==> src/rtl/uart_fifo_loopback.sv <==
// UART echo engine: RX deserialiser -> character FIFO -> TX serialiser with matching framing.
// Flags framing/parity/overrun errors, supports hold mode, exposes FIFO occupancy and RX count.
module uart_fifo_loopback #(
    parameter int DATA_BITS  = 8,
    parameter int CLKDIV     = 100,
    parameter int PARITY     = 0,
    parameter int FIFO_DEPTH = 16
) (
    input  logic                          CLOCK,
    input  logic                          RESET,
    input  logic                          UART_RX,
    output logic                          UART_TX,
    input  logic                          loop_en,
    output logic [$clog2(FIFO_DEPTH):0]   fifo_level,
    output logic [15:0]                   rx_count,
    output logic                          frame_err,
    output logic                          parity_err,
    output logic                          overrun
);

    localparam int AW = $clog2(FIFO_DEPTH);
    localparam int CW = $clog2(CLKDIV + 1);
    localparam int IW = $clog2(DATA_BITS);
    localparam logic [CW-1:0] C_ONE  = CW'(1);
    localparam logic [CW-1:0] C_BIT  = CW'(CLKDIV);
    localparam logic [CW-1:0] C_HALF = CW'(CLKDIV / 2);
    localparam logic [CW-1:0] C_STOP = CW'(CLKDIV - 1);
    localparam logic [IW-1:0] C_LAST = IW'(DATA_BITS - 1);
    localparam logic [AW:0]   C_FULL = (AW+1)'(FIFO_DEPTH);

    typedef enum logic [2:0] {S_IDLE, S_START, S_DATA, S_PAR, S_STOP} state_t;

    logic                 r_rx_s1, r_rx_s2, r_rx_prev;
    state_t               r_rx_state, w_rx_next;
    logic [CW-1:0]        r_rx_cnt;
    logic [IW-1:0]        r_rx_idx;
    logic [DATA_BITS-1:0] r_rx_data;
    logic                 r_rx_par;
    logic                 w_rx_sample, w_rx_stop, w_par_bad;
    logic                 w_frame, w_perr, w_rx_valid;

    logic [DATA_BITS-1:0] r_mem [FIFO_DEPTH];
    logic [AW-1:0]        r_wptr, r_rptr;
    logic [AW:0]          r_level;
    logic                 w_full, w_empty, w_push, w_pop;

    logic [15:0]          r_rx_count;
    logic                 r_ferr, r_perr, r_ovr;

    state_t               r_tx_state, w_tx_next;
    logic [CW-1:0]        r_tx_cnt;
    logic [IW-1:0]        r_tx_idx;
    logic [DATA_BITS-1:0] r_tx_shift;
    logic                 r_tx_par, r_tx;
    logic                 w_tx_adv, w_tx_bit;

    // ---------------- RX ----------------
    always_ff @(posedge CLOCK) begin
        if (RESET) begin
            r_rx_s1   <= 1'b1;
            r_rx_s2   <= 1'b1;
            r_rx_prev <= 1'b1;
        end else begin
            r_rx_s1   <= UART_RX;
            r_rx_s2   <= r_rx_s1;
            r_rx_prev <= r_rx_s2;
        end
    end

    always_ff @(posedge CLOCK) begin
        if (RESET) r_rx_state <= S_IDLE;
        else       r_rx_state <= w_rx_next;
    end

    always_comb begin
        w_rx_next   = r_rx_state;
        w_rx_sample = 1'b0;
        case (r_rx_state)
            S_IDLE:  if (r_rx_prev && !r_rx_s2) w_rx_next = S_START;
            S_START: if (r_rx_cnt == C_HALF) begin
                         w_rx_sample = 1'b1;
                         w_rx_next   = r_rx_s2 ? S_IDLE : S_DATA;
                     end
            S_DATA:  if (r_rx_cnt == C_BIT) begin
                         w_rx_sample = 1'b1;
                         if (r_rx_idx == C_LAST) w_rx_next = (PARITY != 0) ? S_PAR : S_STOP;
                     end
            S_PAR:   if (r_rx_cnt == C_BIT) begin
                         w_rx_sample = 1'b1;
                         w_rx_next   = S_STOP;
                     end
            S_STOP:  if (r_rx_cnt == C_BIT) begin
                         w_rx_sample = 1'b1;
                         w_rx_next   = S_IDLE;
                     end
            default: w_rx_next = S_IDLE;
        endcase
    end

    // Odd parity wants XOR(data,p)=1, even wants 0; framing error outranks parity.
    assign w_par_bad  = (PARITY == 0) ? 1'b0 : ((^{r_rx_data, r_rx_par}) ^ (PARITY == 1));
    assign w_rx_stop  = (r_rx_state == S_STOP) && w_rx_sample;
    assign w_frame    = w_rx_stop && !r_rx_s2;
    assign w_perr     = w_rx_stop && r_rx_s2 && w_par_bad;
    assign w_rx_valid = w_rx_stop && r_rx_s2 && !w_par_bad;

    always_ff @(posedge CLOCK) begin
        if (RESET) begin
            r_rx_cnt  <= C_ONE;
            r_rx_idx  <= '0;
            r_rx_data <= '0;
            r_rx_par  <= 1'b0;
        end else begin
            r_rx_cnt <= (r_rx_state == S_IDLE || w_rx_sample) ? C_ONE : r_rx_cnt + C_ONE;
            if (r_rx_state == S_DATA && w_rx_sample) begin
                r_rx_data <= {r_rx_s2, r_rx_data[DATA_BITS-1:1]};
                r_rx_idx  <= r_rx_idx + IW'(1);
            end else if (r_rx_state != S_DATA) begin
                r_rx_idx  <= '0;
            end
            if (r_rx_state == S_PAR && w_rx_sample) r_rx_par <= r_rx_s2;
        end
    end

    // ---------------- FIFO and statistics ----------------
    assign w_full  = (r_level == C_FULL);
    assign w_empty = (r_level == '0);
    assign w_push  = w_rx_valid && (!w_full || w_pop);

    always_ff @(posedge CLOCK) begin
        if (w_push) r_mem[r_wptr] <= r_rx_data;
    end

    always_ff @(posedge CLOCK) begin
        if (RESET) begin
            r_wptr     <= '0;
            r_rptr     <= '0;
            r_level    <= '0;
            r_rx_count <= '0;
            r_ferr     <= 1'b0;
            r_perr     <= 1'b0;
            r_ovr      <= 1'b0;
        end else begin
            if (w_push) r_wptr <= r_wptr + AW'(1);
            if (w_pop)  r_rptr <= r_rptr + AW'(1);
            r_level    <= r_level + (AW+1)'(w_push) - (AW+1)'(w_pop);
            r_rx_count <= r_rx_count + 16'(w_rx_valid);
            r_ferr     <= w_frame;
            r_perr     <= w_perr;
            r_ovr      <= w_rx_valid && w_full && !w_pop;
        end
    end

    // ---------------- TX ----------------
    always_ff @(posedge CLOCK) begin
        if (RESET) r_tx_state <= S_IDLE;
        else       r_tx_state <= w_tx_next;
    end

    // STOP runs one cycle short: the IDLE (pop) cycle supplies its last cycle.
    always_comb begin
        w_tx_next = r_tx_state;
        w_tx_adv  = 1'b0;
        w_pop     = 1'b0;
        w_tx_bit  = 1'b1;
        case (r_tx_state)
            S_IDLE:  if (loop_en && !w_empty) begin
                         w_pop     = 1'b1;
                         w_tx_next = S_START;
                     end
            S_START: begin
                         w_tx_bit = 1'b0;
                         if (r_tx_cnt == C_BIT) begin
                             w_tx_adv  = 1'b1;
                             w_tx_next = S_DATA;
                         end
                     end
            S_DATA:  begin
                         w_tx_bit = r_tx_shift[0];
                         if (r_tx_cnt == C_BIT) begin
                             w_tx_adv = 1'b1;
                             if (r_tx_idx == C_LAST) w_tx_next = (PARITY != 0) ? S_PAR : S_STOP;
                         end
                     end
            S_PAR:   begin
                         w_tx_bit = r_tx_par;
                         if (r_tx_cnt == C_BIT) begin
                             w_tx_adv  = 1'b1;
                             w_tx_next = S_STOP;
                         end
                     end
            S_STOP:  if (r_tx_cnt == C_STOP) begin
                         w_tx_adv  = 1'b1;
                         w_tx_next = S_IDLE;
                     end
            default: w_tx_next = S_IDLE;
        endcase
    end

    always_ff @(posedge CLOCK) begin
        if (RESET) begin
            r_tx_cnt   <= C_ONE;
            r_tx_idx   <= '0;
            r_tx_shift <= '0;
            r_tx_par   <= 1'b0;
            r_tx       <= 1'b1;
        end else begin
            r_tx     <= w_tx_bit;
            r_tx_cnt <= (r_tx_state == S_IDLE || w_tx_adv) ? C_ONE : r_tx_cnt + C_ONE;
            if (w_pop) begin
                r_tx_shift <= r_mem[r_rptr];
                r_tx_par   <= (^r_mem[r_rptr]) ^ (PARITY == 1);
                r_tx_idx   <= '0;
            end else if (r_tx_state == S_DATA && w_tx_adv) begin
                r_tx_shift <= r_tx_shift >> 1;
                r_tx_idx   <= r_tx_idx + IW'(1);
            end
        end
    end

    assign UART_TX    = r_tx;
    assign fifo_level = r_level;
    assign rx_count   = r_rx_count;
    assign frame_err  = r_ferr;
    assign parity_err = r_perr;
    assign overrun    = r_ovr;

endmodule

==> config.mk <==
export PLATFORM = sky130hd
export DESIGN_NAME = uart_fifo_loopback
export DESIGN_NICKNAME = d
export VERILOG_FILES = /design/src/rtl/uart_fifo_loopback.sv
export SDC_FILE = /design/constraint.sdc
export NUM_CORES = 1
export LEC_CHECK = 0
export BUFFER_PORTS_ARGS = -buffer_cell sky130_fd_sc_hd__buf_2
export CORE_ASPECT_RATIO = 0.9
export CORE_MARGIN = 5
export CORE_UTILIZATION = 40
export DETAILED_ROUTE_END_ITERATION = 7
export HOLD_SLACK_MARGIN = 0.15
export PLACE_DENSITY_LB_ADDON = 0.15
export SLEW_MARGIN = 20
export SYNTH_ARGS = -nofsm -noshare
export SYNTH_HDL_FRONTEND = slang
export SYNTH_SLANG_ARGS = --single-unit
==> constraint.sdc <==
create_clock -name CLOCK -period 4.13 [get_ports CLOCK]
set_input_delay 0.6195 -clock CLOCK [delete_from_list [all_inputs] [get_ports CLOCK]]
set_output_delay 0.6195 -clock CLOCK [all_outputs]
set_load 0.005 [all_outputs]
==> flow_metrics.py <==
metrics = {
    "power": {
        "power_leakage_uw": 0.00334,
        "power_density_nw_per_um2": 537,
        "irDropWorstVdd_mv": 0.346,
    },
    "worst_setup_path": {
        "crit_type": "flop to flop",
        "startpoint_type": "flop",
        "end_kind": "flop",
        "path_max_fanout": 9,
        "worstPathRequired_ns": 4.55,
        "arrival_ns": 3.82,
    },
    "sta": {
        "rsz0062_at_grt": "false",
        "skew_ns": 0.0147,
        "hold_violations": 0,
        "relSlewSlack": 0.264,
        "timing.final.crit_share": 0.821,
        "fin_ws_ns": 0.739,
        "worst_pin_slew_ns": 1.10,
        "setup-violations-final": 0,
        "fmax_ghz": 0.295,
        "fin_crit_ns": 3.39,
        "tns_ns": 0,
        "final_max_slew_viol_count": 0,
    },
    "route": {
        "drc": 0,
        "postRouteAntennaNets": 0,
        "drtIter0Drc": 339,
        "drt_wl_total_um": 16400,
        "post_drt_wl_per_cell_um": 17.5,
        "vias_per_cell": 5.16,
        "dr.pass1.iters": 5,
        "num_vias": 4847,
    },
    "synth": {
        "synthesis.area_um2": 8520,
        "ys_ff_latch": 210,
        "synth_cells": 609,
        "synth_warnings": 0,
        "ys_seq_area_frac": 0.644,
        "synth_edf_count": 128,
        "synth_ff_type": "edfxtp_1",
        "yosysUniqueCellTypes": 47,
        "async_flop_share": 0,
        "avgSynthCellArea_um2": 14.0,
        "synth_nets": 636,
    },
    "finish": {
        "layout-drive-gt1-share": 0.139,
        "syn_to_final_growth_pct": 13.0,
        "antennaDiodeCount": 0,
        "nNetsFinal": 665,
    },
    "place": {
        "hpwl_um": 10500,
        "io_buffer_count": 27,
        "place_congestion": 0.738,
        "pre_cts_ws_ns": 0.733,
    },
    "floorplanning": {
        "start_util": 0.408,
        "die-area_um2": 24300,
        "io_pins": 29,
        "rows": 50,
        "die_w_um": 164,
        "die_y_um": 148,
        "core_um2": 20900,
    },
    "hold_path": {
        "hp-class": "input port to flop",
    },
    "cts": {
        "cts_inserted_buffers": 22,
        "clockBufferDepth": 3,
        "htreeDepth": 1,
        "post_cts_buffers": 0,
        "cts.sinks": 210,
        "worstSkewPairLatency_ns": 0.50,
        "clock-root-buffer": "clkbuf_16",
        "hold_buffers": 0,
        "cts.repair.resized": 0,
        "path_clk_slew_ns": 0.06,
        "cts_tree": "done",
    },
    "global_route": {
        "grt_pass1_vias": 4761,
        "grt_pass1_wl_um": 26100,
        "antenna_found_initial": 0,
        "grtUsageTotal": 0.137,
        "overflow": 0,
        "grt_max_degree": 63,
    },
    "status": {
        "status": "complete, no violations",
    },
    "run": {
        "max-cap-violations": 0,
    },
}
-- cells by family after synthesis --
group / Yosys count / share of synthesized area
buffers and inverters: 50 / 0.0270
multiplexers: 52 / 0.113
XOR/XNOR: 40 / 0.0411
flip-flops: 210 / 0.644
AND/OR/NAND/NOR: 181 / 0.0979
adder cells (fa/ha/maj): 23 / 0.0347
AO/OA/AOI/OAI: 52 / 0.0417
other: 1 / 0.000440
-- synth_stat cells, drive strengths merged, types with 7 or more instances --
library cell / number / area share
mux4: 32 / 0.090
a21oi: 11 / 0.0065
clkbuf: 14 / 0.0062
nand2: 31 / 0.014
ha: 22 / 0.032
mux2i: 20 / 0.023
xnor2: 20 / 0.021
edfxtp: 128 / 0.45
a22oi: 18 / 0.016
a211oi: 9 / 0.0079
buf: 15 / 0.012
inv: 21 / 0.0093
nand3: 14 / 0.0082
nor3: 13 / 0.0082
xor2: 20 / 0.021
nor2: 83 / 0.037
dfxtp: 82 / 0.19
nand4: 7 / 0.0051
-- sequential cells by signal (all words and copies together) (netlist names), 3 cells and up, named ones only --
signal      flops
r_rptr          4
r_rx_state      3
rx_count       16
r_rx_data       8
r_mem         128
r_tx_cnt        7
r_tx_shift      8
fifo_level      5
r_tx_state      3
r_wptr          4
r_rx_idx        3
r_rx_cnt        7
r_tx_idx        3
-- routing by layer --
metal / vias to the layer above / GRT usage / wire [um]
met3: 29 / 0.0222 / 637
met5: - / 0 / 0
met2: 96 / 0.217 / 7570
li1: 2297 / - / -
met1: 2425 / 0.196 / 7770
met4: 0 / 0.0415 / 448
-- where the power goes --
group | switching [uW] | internal [uW] | leakage, uW
clock network | 764 | 1130 | 0.000335
registers | 105 | 2290 | 0.00185
logic | 437 | 451 | 0.00115
total | 1310 | 3870 | 0.00334
-- final timing paths --
| check | slack (ns) | end | depth (start not counted) | start |
|---|---|---|---|---|
| setup / recovery | 0.74 | fifo_level[4] | 17 | r_rx_cnt[0] |
| hold / removal | 0.31 | r_rx_s1 | 2 | UART_RX |
| setup reg to reg | 0.74 | fifo_level[4] | 17 | r_rx_cnt[0] |
| hold reg to reg | 0.44 | r_tx_cnt[0] | 1 | r_tx_cnt[0] |
-- cell usage in the layout, fill, tap and decap left out, types with 3 or more instances in the layout --
cell type	count
or2_2	3
inv_1	21
mux4_1	12
buf_4	6
nand2b_1	4
nand4_1	7
edfxtp_1	128
a22oi_1	18
mux2i_1	20
or3_1	5
clkinv_1	3
nand3_1	14
buf_2	27
o21ai_0	5
xor2_1	20
nor2_1	83
xnor2_1	20
ha_1	22
nand3b_1	3
and3_1	5
nor3_1	11
nor2b_1	6
a211oi_1	9
clkbuf_1	8
clkbuf_16	22
dfxtp_1	80
nand2_1	31
mux4_2	20
a21oi_1	11
-- worst max-delay path, cell delays in order (launching register included) --
cell,delay (ns)
dfxtp_1,0.32
inv_1,0.10
ha_1,0.15
and4b_1,0.20
nand3b_1,0.17
or3_1,0.44
o21ba_2,0.40
inv_1,0.08
ha_1,0.28
inv_1,0.04
ha_1,0.18
inv_1,0.07
fa_1,0.20
inv_1,0.05
a21oi_1,0.12
nor2_1,0.06
or3_1,0.34
a21oi_1,0.13
-- area by class of cell --
cell class                      count  area (um^2)
Multi-Input combinational cell    349         2810
Inverter                           21         78.8
Fill cell                        1892        11300
Clock buffer                       31          594
Clock inverter                      8         97.6
Timing Repair Buffer               34          200
Sequential cell                   210         5490
Tap cell                          286          358
-- per-stage QoR --
step                      total power (uW)  cell area (um^2)  hold WS, ns  std cells  utilization
after floorplan                       3140              8520        0.389        609            -
after global placement                3320              8930        0.407        900        0.428
final                                 5170              9630        0.315        939        0.461
after detailed placement              3330              8930        0.406        900        0.428
after CTS                             5240              9630        0.295        939        0.461
after global routing                  5450              9630        0.300        939        0.461
No activity file was read; power rests on OpenSTA's default activity.
